===== config.mk =====
export PLATFORM = sky130hd
export DESIGN_NAME = lab4_adder_sequencer_flat
export DESIGN_NICKNAME = d
export VERILOG_FILES = /design/src/rtl/lab4_adder_sequencer_pkg.sv /design/src/rtl/lab4_adder_sequencer_if.sv /design/src/rtl/lab4_adder_sequencer_add_slice.sv /design/src/rtl/lab4_adder_sequencer.sv /design/src/flat_wrapper.sv
export SDC_FILE = /design/constraint.sdc
export NUM_CORES = 1
export LEC_CHECK = 0
export BUFFER_PORTS_ARGS = -buffer_cell sky130_fd_sc_hd__buf_2
export CORE_ASPECT_RATIO = 0.6
export CORE_MARGIN = 5
export CORE_UTILIZATION = 53
export DETAILED_ROUTE_END_ITERATION = 10
export GPL_TIMING_DRIVEN = 0
export PLACE_DENSITY = 0.94
export SYNTH_ARGS = -nofsm -noshare
export SYNTH_HDL_FRONTEND = slang
export SYNTH_SLANG_ARGS = --single-unit

===== constraint.sdc =====
create_clock -name clk -period 13.6 [get_ports clk]
set_clock_uncertainty 0.05 [all_clocks]
set_input_delay 1.36 -clock clk [delete_from_list [all_inputs] [get_ports clk]]
set_output_delay 1.36 -clock clk [all_outputs]
set_load 0.01 [all_outputs]

===== src/rtl/lab4_adder_sequencer_pkg.sv =====
// Shared types and defaults for the time-multiplexed slice adder.
package lab4_pkg;

    localparam int DATA_W_DEF  = 16;
    localparam int SLICE_W_DEF = 8;
    localparam int ID_W        = 1;
    localparam int OPCNT_W     = 16;

    typedef enum logic [1:0] {
        IDLE = 2'd0,
        RUN  = 2'd1,
        DONE = 2'd2
    } state_t;

    // Slice-counter width; a single-slice build still needs one bit.
    function automatic int cnt_width(input int n);
        return (n > 1) ? $clog2(n) : 1;
    endfunction

endpackage


===== src/rtl/lab4_adder_sequencer_if.sv =====
// Requester and result channels of the slice adder; master = requesters/consumer, slave = engine.
interface lab4_adder_sequencer_if #(
    parameter int DATA_W = lab4_pkg::DATA_W_DEF
);

    logic                      r0_valid;
    logic [DATA_W-1:0]         r0_xin;
    logic [DATA_W-1:0]         r0_yin;
    logic                      r0_czin;
    logic                      r0_ready;

    logic                      r1_valid;
    logic [DATA_W-1:0]         r1_xin;
    logic [DATA_W-1:0]         r1_yin;
    logic                      r1_czin;
    logic                      r1_ready;

    logic                      res_valid;
    logic                      res_ready;
    logic [lab4_pkg::ID_W-1:0] res_id;
    logic [DATA_W-1:0]         res_fsum;
    logic                      res_fcout;

    modport master (
        output r0_valid, r0_xin, r0_yin, r0_czin,
        input  r0_ready,
        output r1_valid, r1_xin, r1_yin, r1_czin,
        input  r1_ready,
        input  res_valid, res_id, res_fsum, res_fcout,
        output res_ready
    );

    modport slave (
        input  r0_valid, r0_xin, r0_yin, r0_czin,
        output r0_ready,
        input  r1_valid, r1_xin, r1_yin, r1_czin,
        output r1_ready,
        output res_valid, res_id, res_fsum, res_fcout,
        input  res_ready
    );

endinterface


===== src/rtl/lab4_adder_sequencer_add_slice.sv =====
// Purely combinational SLICE_W-bit ripple-carry adder shared by both requesters.
module add_slice #(
    parameter int SLICE_W = lab4_pkg::SLICE_W_DEF
) (
    input  logic [SLICE_W-1:0] a,
    input  logic [SLICE_W-1:0] b,
    input  logic               ci,
    output logic [SLICE_W-1:0] s,
    output logic               co
);

    always_comb begin : ripple
        logic c;
        c = ci;
        s = '0;
        for (int i = 0; i < SLICE_W; i++) begin
            s[i] = a[i] ^ b[i] ^ c;
            c    = (a[i] & b[i]) | (c & (a[i] ^ b[i]));
        end
        co = c;
    end

endmodule


===== src/rtl/lab4_adder_sequencer.sv =====
// Two-requester add engine: round-robin grant, then one shared slice adder walked LSB first
// with the carry chained through a register; result returned on a valid/ready channel.
module lab4_adder_sequencer
    import lab4_pkg::*;
#(
    parameter int DATA_W  = DATA_W_DEF,
    parameter int SLICE_W = SLICE_W_DEF
) (
    input  logic                  clk,
    input  logic                  rst,
    lab4_adder_sequencer_if.slave bus,
    output logic                  busy,
    output logic [OPCNT_W-1:0]    op_count
);

    localparam int                NSLICE     = DATA_W / SLICE_W;
    localparam int                CNT_W      = cnt_width(NSLICE);
    localparam logic [CNT_W-1:0]  LAST_SLICE = CNT_W'(NSLICE - 1);

    generate
        if (NSLICE * SLICE_W != DATA_W) begin : g_bad_width
            $error("DATA_W must be an integer multiple of SLICE_W");
        end
    endgenerate

    state_t              state_q, state_d;
    logic [ID_W-1:0]     rr_ptr_q, rr_ptr_d;
    logic [CNT_W-1:0]    cnt_q, cnt_d;
    logic                carry_q, carry_d;
    logic [DATA_W-1:0]   x_q, x_d;
    logic [DATA_W-1:0]   y_q, y_d;
    logic [DATA_W-1:0]   sum_q, sum_d;
    logic [ID_W-1:0]     id_q, id_d;
    logic [OPCNT_W-1:0]  op_count_q, op_count_d;

    logic                req_any;
    logic [ID_W-1:0]     gnt_id;
    logic                accept;
    logic [SLICE_W-1:0]  sl_a, sl_b, sl_s;
    logic                sl_co;

    always_ff @(posedge clk) begin
        if (rst) begin
            state_q    <= IDLE;
            rr_ptr_q   <= '0;
            cnt_q      <= '0;
            carry_q    <= 1'b0;
            x_q        <= '0;
            y_q        <= '0;
            sum_q      <= '0;
            id_q       <= '0;
            op_count_q <= '0;
        end else begin
            state_q    <= state_d;
            rr_ptr_q   <= rr_ptr_d;
            cnt_q      <= cnt_d;
            carry_q    <= carry_d;
            x_q        <= x_d;
            y_q        <= y_d;
            sum_q      <= sum_d;
            id_q       <= id_d;
            op_count_q <= op_count_d;
        end
    end

    // Tie goes to rr_ptr; ready is suppressed while reset is held so nothing is acknowledged and lost.
    always_comb begin
        req_any = bus.r0_valid | bus.r1_valid;
        gnt_id  = (bus.r0_valid & bus.r1_valid) ? rr_ptr_q : bus.r1_valid;
        accept  = (state_q == IDLE) & req_any & ~rst;
    end

    always_comb begin
        state_d = state_q;
        case (state_q)
            IDLE:    if (accept)             state_d = RUN;
            RUN:     if (cnt_q == LAST_SLICE) state_d = DONE;
            DONE:    if (bus.res_ready)      state_d = IDLE;
            default:                         state_d = IDLE;
        endcase
    end

    always_comb begin
        sl_a = '0;
        sl_b = '0;
        for (int i = 0; i < NSLICE; i++) begin
            if (cnt_q == CNT_W'(i)) begin
                sl_a = x_q[i*SLICE_W +: SLICE_W];
                sl_b = y_q[i*SLICE_W +: SLICE_W];
            end
        end
    end

    add_slice #(.SLICE_W(SLICE_W)) u_add_slice (
        .a  (sl_a),
        .b  (sl_b),
        .ci (carry_q),
        .s  (sl_s),
        .co (sl_co)
    );

    always_comb begin
        x_d        = x_q;
        y_d        = y_q;
        sum_d      = sum_q;
        carry_d    = carry_q;
        cnt_d      = cnt_q;
        id_d       = id_q;
        rr_ptr_d   = rr_ptr_q;
        op_count_d = op_count_q;
        case (state_q)
            IDLE: begin
                if (accept) begin
                    x_d     = (gnt_id == 1'b1) ? bus.r1_xin  : bus.r0_xin;
                    y_d     = (gnt_id == 1'b1) ? bus.r1_yin  : bus.r0_yin;
                    carry_d = (gnt_id == 1'b1) ? bus.r1_czin : bus.r0_czin;
                    sum_d   = '0;
                    cnt_d   = '0;
                    id_d    = gnt_id;
                end
            end
            RUN: begin
                for (int i = 0; i < NSLICE; i++) begin
                    if (cnt_q == CNT_W'(i)) sum_d[i*SLICE_W +: SLICE_W] = sl_s;
                end
                carry_d = sl_co;
                cnt_d   = (cnt_q == LAST_SLICE) ? '0 : cnt_q + 1'b1;
            end
            DONE: begin
                if (bus.res_ready) begin
                    rr_ptr_d   = ~id_q;
                    op_count_d = op_count_q + 1'b1;
                end
            end
            default: ;
        endcase
    end

    assign bus.r0_ready  = accept & (gnt_id == 1'b0);
    assign bus.r1_ready  = accept & (gnt_id == 1'b1);
    assign bus.res_valid = (state_q == DONE);
    assign bus.res_id    = id_q;
    assign bus.res_fsum  = sum_q;
    assign bus.res_fcout = carry_q;
    assign busy          = (state_q != IDLE);
    assign op_count      = op_count_q;

endmodule


===== src/flat_wrapper.sv =====
// flat-port wrapper written by rule: the top's interface ports become plain ports
module lab4_adder_sequencer_flat import lab4_pkg::*;
#(
    parameter int DATA_W  = DATA_W_DEF,
    parameter int SLICE_W = SLICE_W_DEF
)
  (clk, rst, busy, op_count, bus_r0_valid, bus_r0_xin, bus_r0_yin, bus_r0_czin, bus_r0_ready, bus_r1_valid, bus_r1_xin, bus_r1_yin, bus_r1_czin, bus_r1_ready, bus_res_valid, bus_res_id, bus_res_fsum, bus_res_fcout, bus_res_ready);
  lab4_adder_sequencer_if #(.DATA_W(DATA_W)) bus_i ();
  input  logic clk;
  input  logic rst;
  output logic busy;
  output logic [OPCNT_W-1:0] op_count;
  input wire logic [$bits(bus_i.r0_valid)-1:0] bus_r0_valid;
  input wire logic [$bits(bus_i.r0_xin)-1:0] bus_r0_xin;
  input wire logic [$bits(bus_i.r0_yin)-1:0] bus_r0_yin;
  input wire logic [$bits(bus_i.r0_czin)-1:0] bus_r0_czin;
  output wire logic [$bits(bus_i.r0_ready)-1:0] bus_r0_ready;
  input wire logic [$bits(bus_i.r1_valid)-1:0] bus_r1_valid;
  input wire logic [$bits(bus_i.r1_xin)-1:0] bus_r1_xin;
  input wire logic [$bits(bus_i.r1_yin)-1:0] bus_r1_yin;
  input wire logic [$bits(bus_i.r1_czin)-1:0] bus_r1_czin;
  output wire logic [$bits(bus_i.r1_ready)-1:0] bus_r1_ready;
  output wire logic [$bits(bus_i.res_valid)-1:0] bus_res_valid;
  output wire logic [$bits(bus_i.res_id)-1:0] bus_res_id;
  output wire logic [$bits(bus_i.res_fsum)-1:0] bus_res_fsum;
  output wire logic [$bits(bus_i.res_fcout)-1:0] bus_res_fcout;
  input wire logic [$bits(bus_i.res_ready)-1:0] bus_res_ready;
  assign bus_i.r0_valid = bus_r0_valid;
  assign bus_i.r0_xin = bus_r0_xin;
  assign bus_i.r0_yin = bus_r0_yin;
  assign bus_i.r0_czin = bus_r0_czin;
  assign bus_r0_ready = bus_i.r0_ready;
  assign bus_i.r1_valid = bus_r1_valid;
  assign bus_i.r1_xin = bus_r1_xin;
  assign bus_i.r1_yin = bus_r1_yin;
  assign bus_i.r1_czin = bus_r1_czin;
  assign bus_r1_ready = bus_i.r1_ready;
  assign bus_res_valid = bus_i.res_valid;
  assign bus_res_id = bus_i.res_id;
  assign bus_res_fsum = bus_i.res_fsum;
  assign bus_res_fcout = bus_i.res_fcout;
  assign bus_i.res_ready = bus_res_ready;
  lab4_adder_sequencer #(.DATA_W(DATA_W), .SLICE_W(SLICE_W)) u_core (.clk(clk), .rst(rst), .bus(bus_i), .busy(busy), .op_count(op_count));
endmodule

# == After elaboration in Yosys (flattened, before gate mapping) ==
# Index checks and enable logic that the tools add are counted.
# classes
n_bitwise,49
add_sub_neg,2
reduce_logical,9
n_eq_ne,6
mux,19
# ops
op,n
two-way mux 16 bit,3
two-way mux 8 bit,4
one-hot mux 16 bit (2 select lines),1
bitwise AND 1 bit,21
"adder 16 x 1 -> 16 bit, second input constant",1
XOR 1 bit,16
OR 1 bit,9
AND reduction 3 bit,3
two-way mux 2 bit,3
"!= test 2 x 1 -> 1 bit, second input constant",3
one-hot mux 2 bit (3 select lines),1
AND reduction 2 bit,3
two-way mux 1 bit,5
one-hot mux 1 bit (2 select lines),2
nonzero test 2 bit,2
NOT 1 bit,3
"equality test 2 x 1 -> 1 bit, second input constant",1
"equality test 2 bit, second input constant",1
logical NOT 2 bit,1
"!= test 2 bit, second input constant",1
"adder 1 bit, second input constant",1
# totals
wordCells,95
register_bits,70
output_inout_bits,38

# == Longest topological paths before layout ==
# logic_depth
depth_word,19
mapped_depth,18

# == Cells and area by module ==
# A second synthesis with hierarchy kept.
# unflattened
cells_unflattened,335
area_unflattened_um2,3174.3
# modules_own_cells
module,seq_area_each_um2,instances,cells_each,area_per_inst_um2
lab4_adder_sequencer,1401.3,1,317,2976.6
add_slice,0.0,1,18,197.7

# == Worst setup path after synthesis ==
# OpenSTA, ideal clock, no wires.
# synth_timing
kind,reg2reg
start,register u_core.cnt_q
end,"register u_core.sum_q[7], in the netlist u_core.bus.res_fsum[7]"
t_arrival_ps,4654
period_less_slack_ps,4832
slack_ps,8768
t_required_ps,13422
stages_incl_launch_ff,19
cell_sequence,dfxtp_1 -> clkbuf_1 -> buf_1 -> buf_2 -> mux2i_1 -> fa_1 -> fa_1 -> fa_1 -> fa_1 -> fa_1 -> inv_1 -> fa_1 -> inv_1 -> fa_1 -> inv_1 -> fa_1 -> nor4bb_1 -> a21oi_1 -> nor2_1
# synth_between
elab_chain_len,19
elab_cells_between_ends,36
cone_classes,eq/ne: 1; mux: 4; bitwise: 30; reduce/logical: 1
# synth_rtl
element,line,source
from (decl),lab4_adder_sequencer.sv:28,"logic [CNT_W-1:0] cnt_q, cnt_d;"
from (signal assigned),lab4_adder_sequencer.sv:56,cnt_q <= cnt_d;
two-way mux 8 bit,lab4_adder_sequencer.sv:87,if (cnt_q == CNT_W'(i)) begin
XOR 1 bit,lab4_adder_sequencer_add_slice.sv:18,c = (a[i] & b[i]) | (c & (a[i] ^ b[i]));
bitwise AND 1 bit,lab4_adder_sequencer_add_slice.sv:18,
OR 1 bit,lab4_adder_sequencer_add_slice.sv:18,
bitwise AND 1 bit,lab4_adder_sequencer_add_slice.sv:18,
OR 1 bit,lab4_adder_sequencer_add_slice.sv:18,
bitwise AND 1 bit,lab4_adder_sequencer_add_slice.sv:18,
OR 1 bit,lab4_adder_sequencer_add_slice.sv:18,
[3 not listed],n/a,
OR 1 bit,lab4_adder_sequencer_add_slice.sv:18,
bitwise AND 1 bit,lab4_adder_sequencer_add_slice.sv:18,
OR 1 bit,lab4_adder_sequencer_add_slice.sv:18,
bitwise AND 1 bit,lab4_adder_sequencer_add_slice.sv:18,
OR 1 bit,lab4_adder_sequencer_add_slice.sv:18,
XOR 1 bit,lab4_adder_sequencer_add_slice.sv:17,s[i] = a[i] ^ b[i] ^ c;
two-way mux 8 bit,lab4_adder_sequencer.sv:124,if (cnt_q == CNT_W'(i)) sum_d[i*SLICE_W +: SLICE_W] = sl_s;
one-hot mux 16 bit (2 select lines),lab4_adder_sequencer.sv:111,case (state_q)
to (signal assigned),lab4_adder_sequencer.sv:60,sum_q <= sum_d;
to (decl),lab4_adder_sequencer.sv:32,"logic [DATA_W-1:0] sum_q, sum_d;"
# Parallel ways exist; a longest one is shown, timed or not. The select of a mux whose other input is x is not followed.
# A chain may end at the register's enable or synchronous reset.

# == Final worst setup path ==
# Ends and elaborated chain as after synthesis.

==> reports/qor.csv <==
metric;value;unit
fin_tns_setup;0;ns
required;13.77;ns
cp-startpoint;u_core.cnt_q;
root_buffer;clkbuf_8;
cts.path.max_buffers;2;
start_util;55.1;%
ys_seq_area_share;45.0;%
ys_top_cells_by_area;dfxtp_1, a222oi_1, nor2_1;
finalCritPeriodShare;40.4;%
layout-drive-gt1-share;30.4;%
drv_slew;0;
cts_resized;0;
cts_tree;built;
fin_hold_ws;0.434;ns
hp-class;register to register;
rows;21;
slew_headroom;47.5;%
drcViolationCount;0;
gp_congestion;0.890;
synth_area_leader_cell;dfxtp_1;
htree_levels;3;
place_area;3750;sq um
ir_worst_vdd;0.0000586;V
grt_setup_unrepaired;false;
via_per_inst;6.08;
path_max_fanout;10;
antenna_left;0;
numCtsBuffers;9;
worstPathArrival;5.67;ns
synth_top_area_share;45.0;%
grt_pass1_wl;15500;um
antenna_found_initial;0;
ioPinCount;109;
yosysMostFrequentCell;dfxtp_1;
whs_path_depth;1;
dieWidth;109;um
routed_wirelength;9960;um
clk_pin_slew;0.07;ns
clock_latency;0.35;ns
fillers;428;
port_buffers;107;
synth_area;3110;sq um
regArea;1400;sq um
start_kind;register;
fmax;182;MHz
nNetsFinal;529;
fin_util;70.7;%
multi_input_area;1570;sq um
drt-initial-drc-count;457;
leakage;1.70;nW
post-cts-setup-buffers;0;
grt_pass1_vias;3087;
setup_viol;0;
cp-end-kind;register;
hold_violations;0;
grt_overflow;0;
hpwl;7300;um
yosysWarnings;0;
core-area;5650;sq um
die_h;69.4;um
ys.flop_type;dfxtp_1;
outcome;completed;
grtUsageTotal;26.2;%
synth_cell_type_count;40;
cts_hold_buf;0;
final_cells;534;
vias;3245;
stdcell_area;4000;sq um
die_area;7560;sq um
drtPass1Iterations;9;
max_cap_viol_count;0;
cts_sinks;70;
r2r-start;u_core.cnt_q;
path_class;register to register;
grt_max_degree;13;
rr_worst_depth;18;
synthToLayoutAreaGrowth;28.3;%
hp-start;u_core.bus.res_id;
dpl.cell_count;518;
synth_edf_count;0;
synth_common_cells;dfxtp_1, nor2_1, a222oi_1;
period_minus_slack;5.50;ns
synth-seq-cells;70;
power-per-cell-area;122;nW/um^2
wl_per_cell;18.7;um
avgSynthCellArea;9.41;sq um
syn-num-nets;411;
tightest_slew;0.787;ns
async_flop_share;0;%
diodes;0;
netlist_instances;331;
==> path summary, 6_finish.rpt <==
kind / endpoint / slack (ns)
max: u_core.bus.res_fsum[7] / 8.10
min: u_core.rr_ptr_q / 0.43
max reg2reg: u_core.bus.res_fsum[7] / 8.10
min reg2reg: u_core.rr_ptr_q / 0.43
==> metal layers <==
metal	vias to the layer above	track usage (%)	wire length, um
met2	223	40.3	4400
met4	0	7.70	253
met1	1532	35.1	4070
li1	1460	-	-
met3	30	8.19	1240
met5	-	0	0
==> logic make-up (layout without fill, tap and decap cells) <==
kind of cell / Yosys count / in the layout / synth area share (%)
simple gates: 124 / 124 / 20.0
flops: 70 / 70 / 45.0
compound gates: 67 / 67 / 16.6
buf+inv: 34 / 157 / 4.46
mux: 17 / 17 / 5.62
xor+xnor: 10 / 10 / 2.81
fa+ha+maj: 9 / 9 / 5.54
==> power breakdown <==
group | switching [mW] | internal [mW]
registers | 0.00577 | 0.213
clock network | 0.0806 | 0.126
logic | 0.0362 | 0.0273
total | 0.123 | 0.367
==> worst max-delay path, stage by stage, from the launching register on <==
cell and delay (ns):
dfxtp_1 0.33, clkbuf_1 0.37, buf_1 0.49, buf_2 0.42, mux2i_1 0.20, fa_1 0.41
fa_1 0.39, fa_1 0.40, fa_1 0.39, fa_1 0.38, inv_1 0.08, fa_1 0.15
inv_1 0.05, fa_1 0.35, inv_1 0.09, fa_1 0.44, nor4bb_1 0.16, a21oi_1 0.17
nor2_1 0.05
==> layout make-up <==
type / count / area share [%]
Multi-Input combinational cell: 227 / 39.4
Sequential cell: 70 / 35.1
Timing Repair Buffer: 107 / 13.4
Clock buffer: 10 / 3.44
Buffer: 27 / 2.82
Clock inverter: 6 / 2.72
Tap cell: 80 / 2.50
Inverter: 7 / 0.657
==> per-stage QoR <==
step / power [mW] / worst slack [ns]
after floorplan: 0.259 / 8.77
after global placement: 0.281 / 8.45
after detailed placement: 0.284 / 8.23
after CTS: 0.487 / 8.19
after global routing: 0.503 / 7.89
final: 0.490 / 8.10
==> sequential cells by signal, summed over array words and instances, names as in the netlist <==
signal	flops
u_core.x_q	16
u_core.y_q	16
u_core.op_count	16
u_core.bus.res_fcout	1
u_core.cnt_q	1
u_core.bus.res_id	1
u_core.bus.res_fsum	16
u_core.state_q	2
u_core.rr_ptr_q	1
==> cells in the final DEF (no fill, tap or decap), types with 2 or more instances in the layout <==
cell,instances
buf_2,113
dfxtp_1,70
nor2_1,66
a222oi_1,32
clkbuf_1,19
a21oi_1,17
mux2i_1,13
nand2_1,12
clkbuf_8,10
nand3_1,9
fa_1,8
inv_1,7
o21ai_0,7
a31oi_1,7
nor4b_1,6
xnor2_1,6
mux2_2,4
nor3_1,4
and3_1,4
xor2_1,4
nand2b_1,3
or3_1,3
bufinv_16,3
nor2b_1,2
a22oi_1,2
nor4_1,2
nand4b_1,2
nor4bb_1,2
clkinv_2,2
Note: power is estimated with default switching activity, not from simulation.
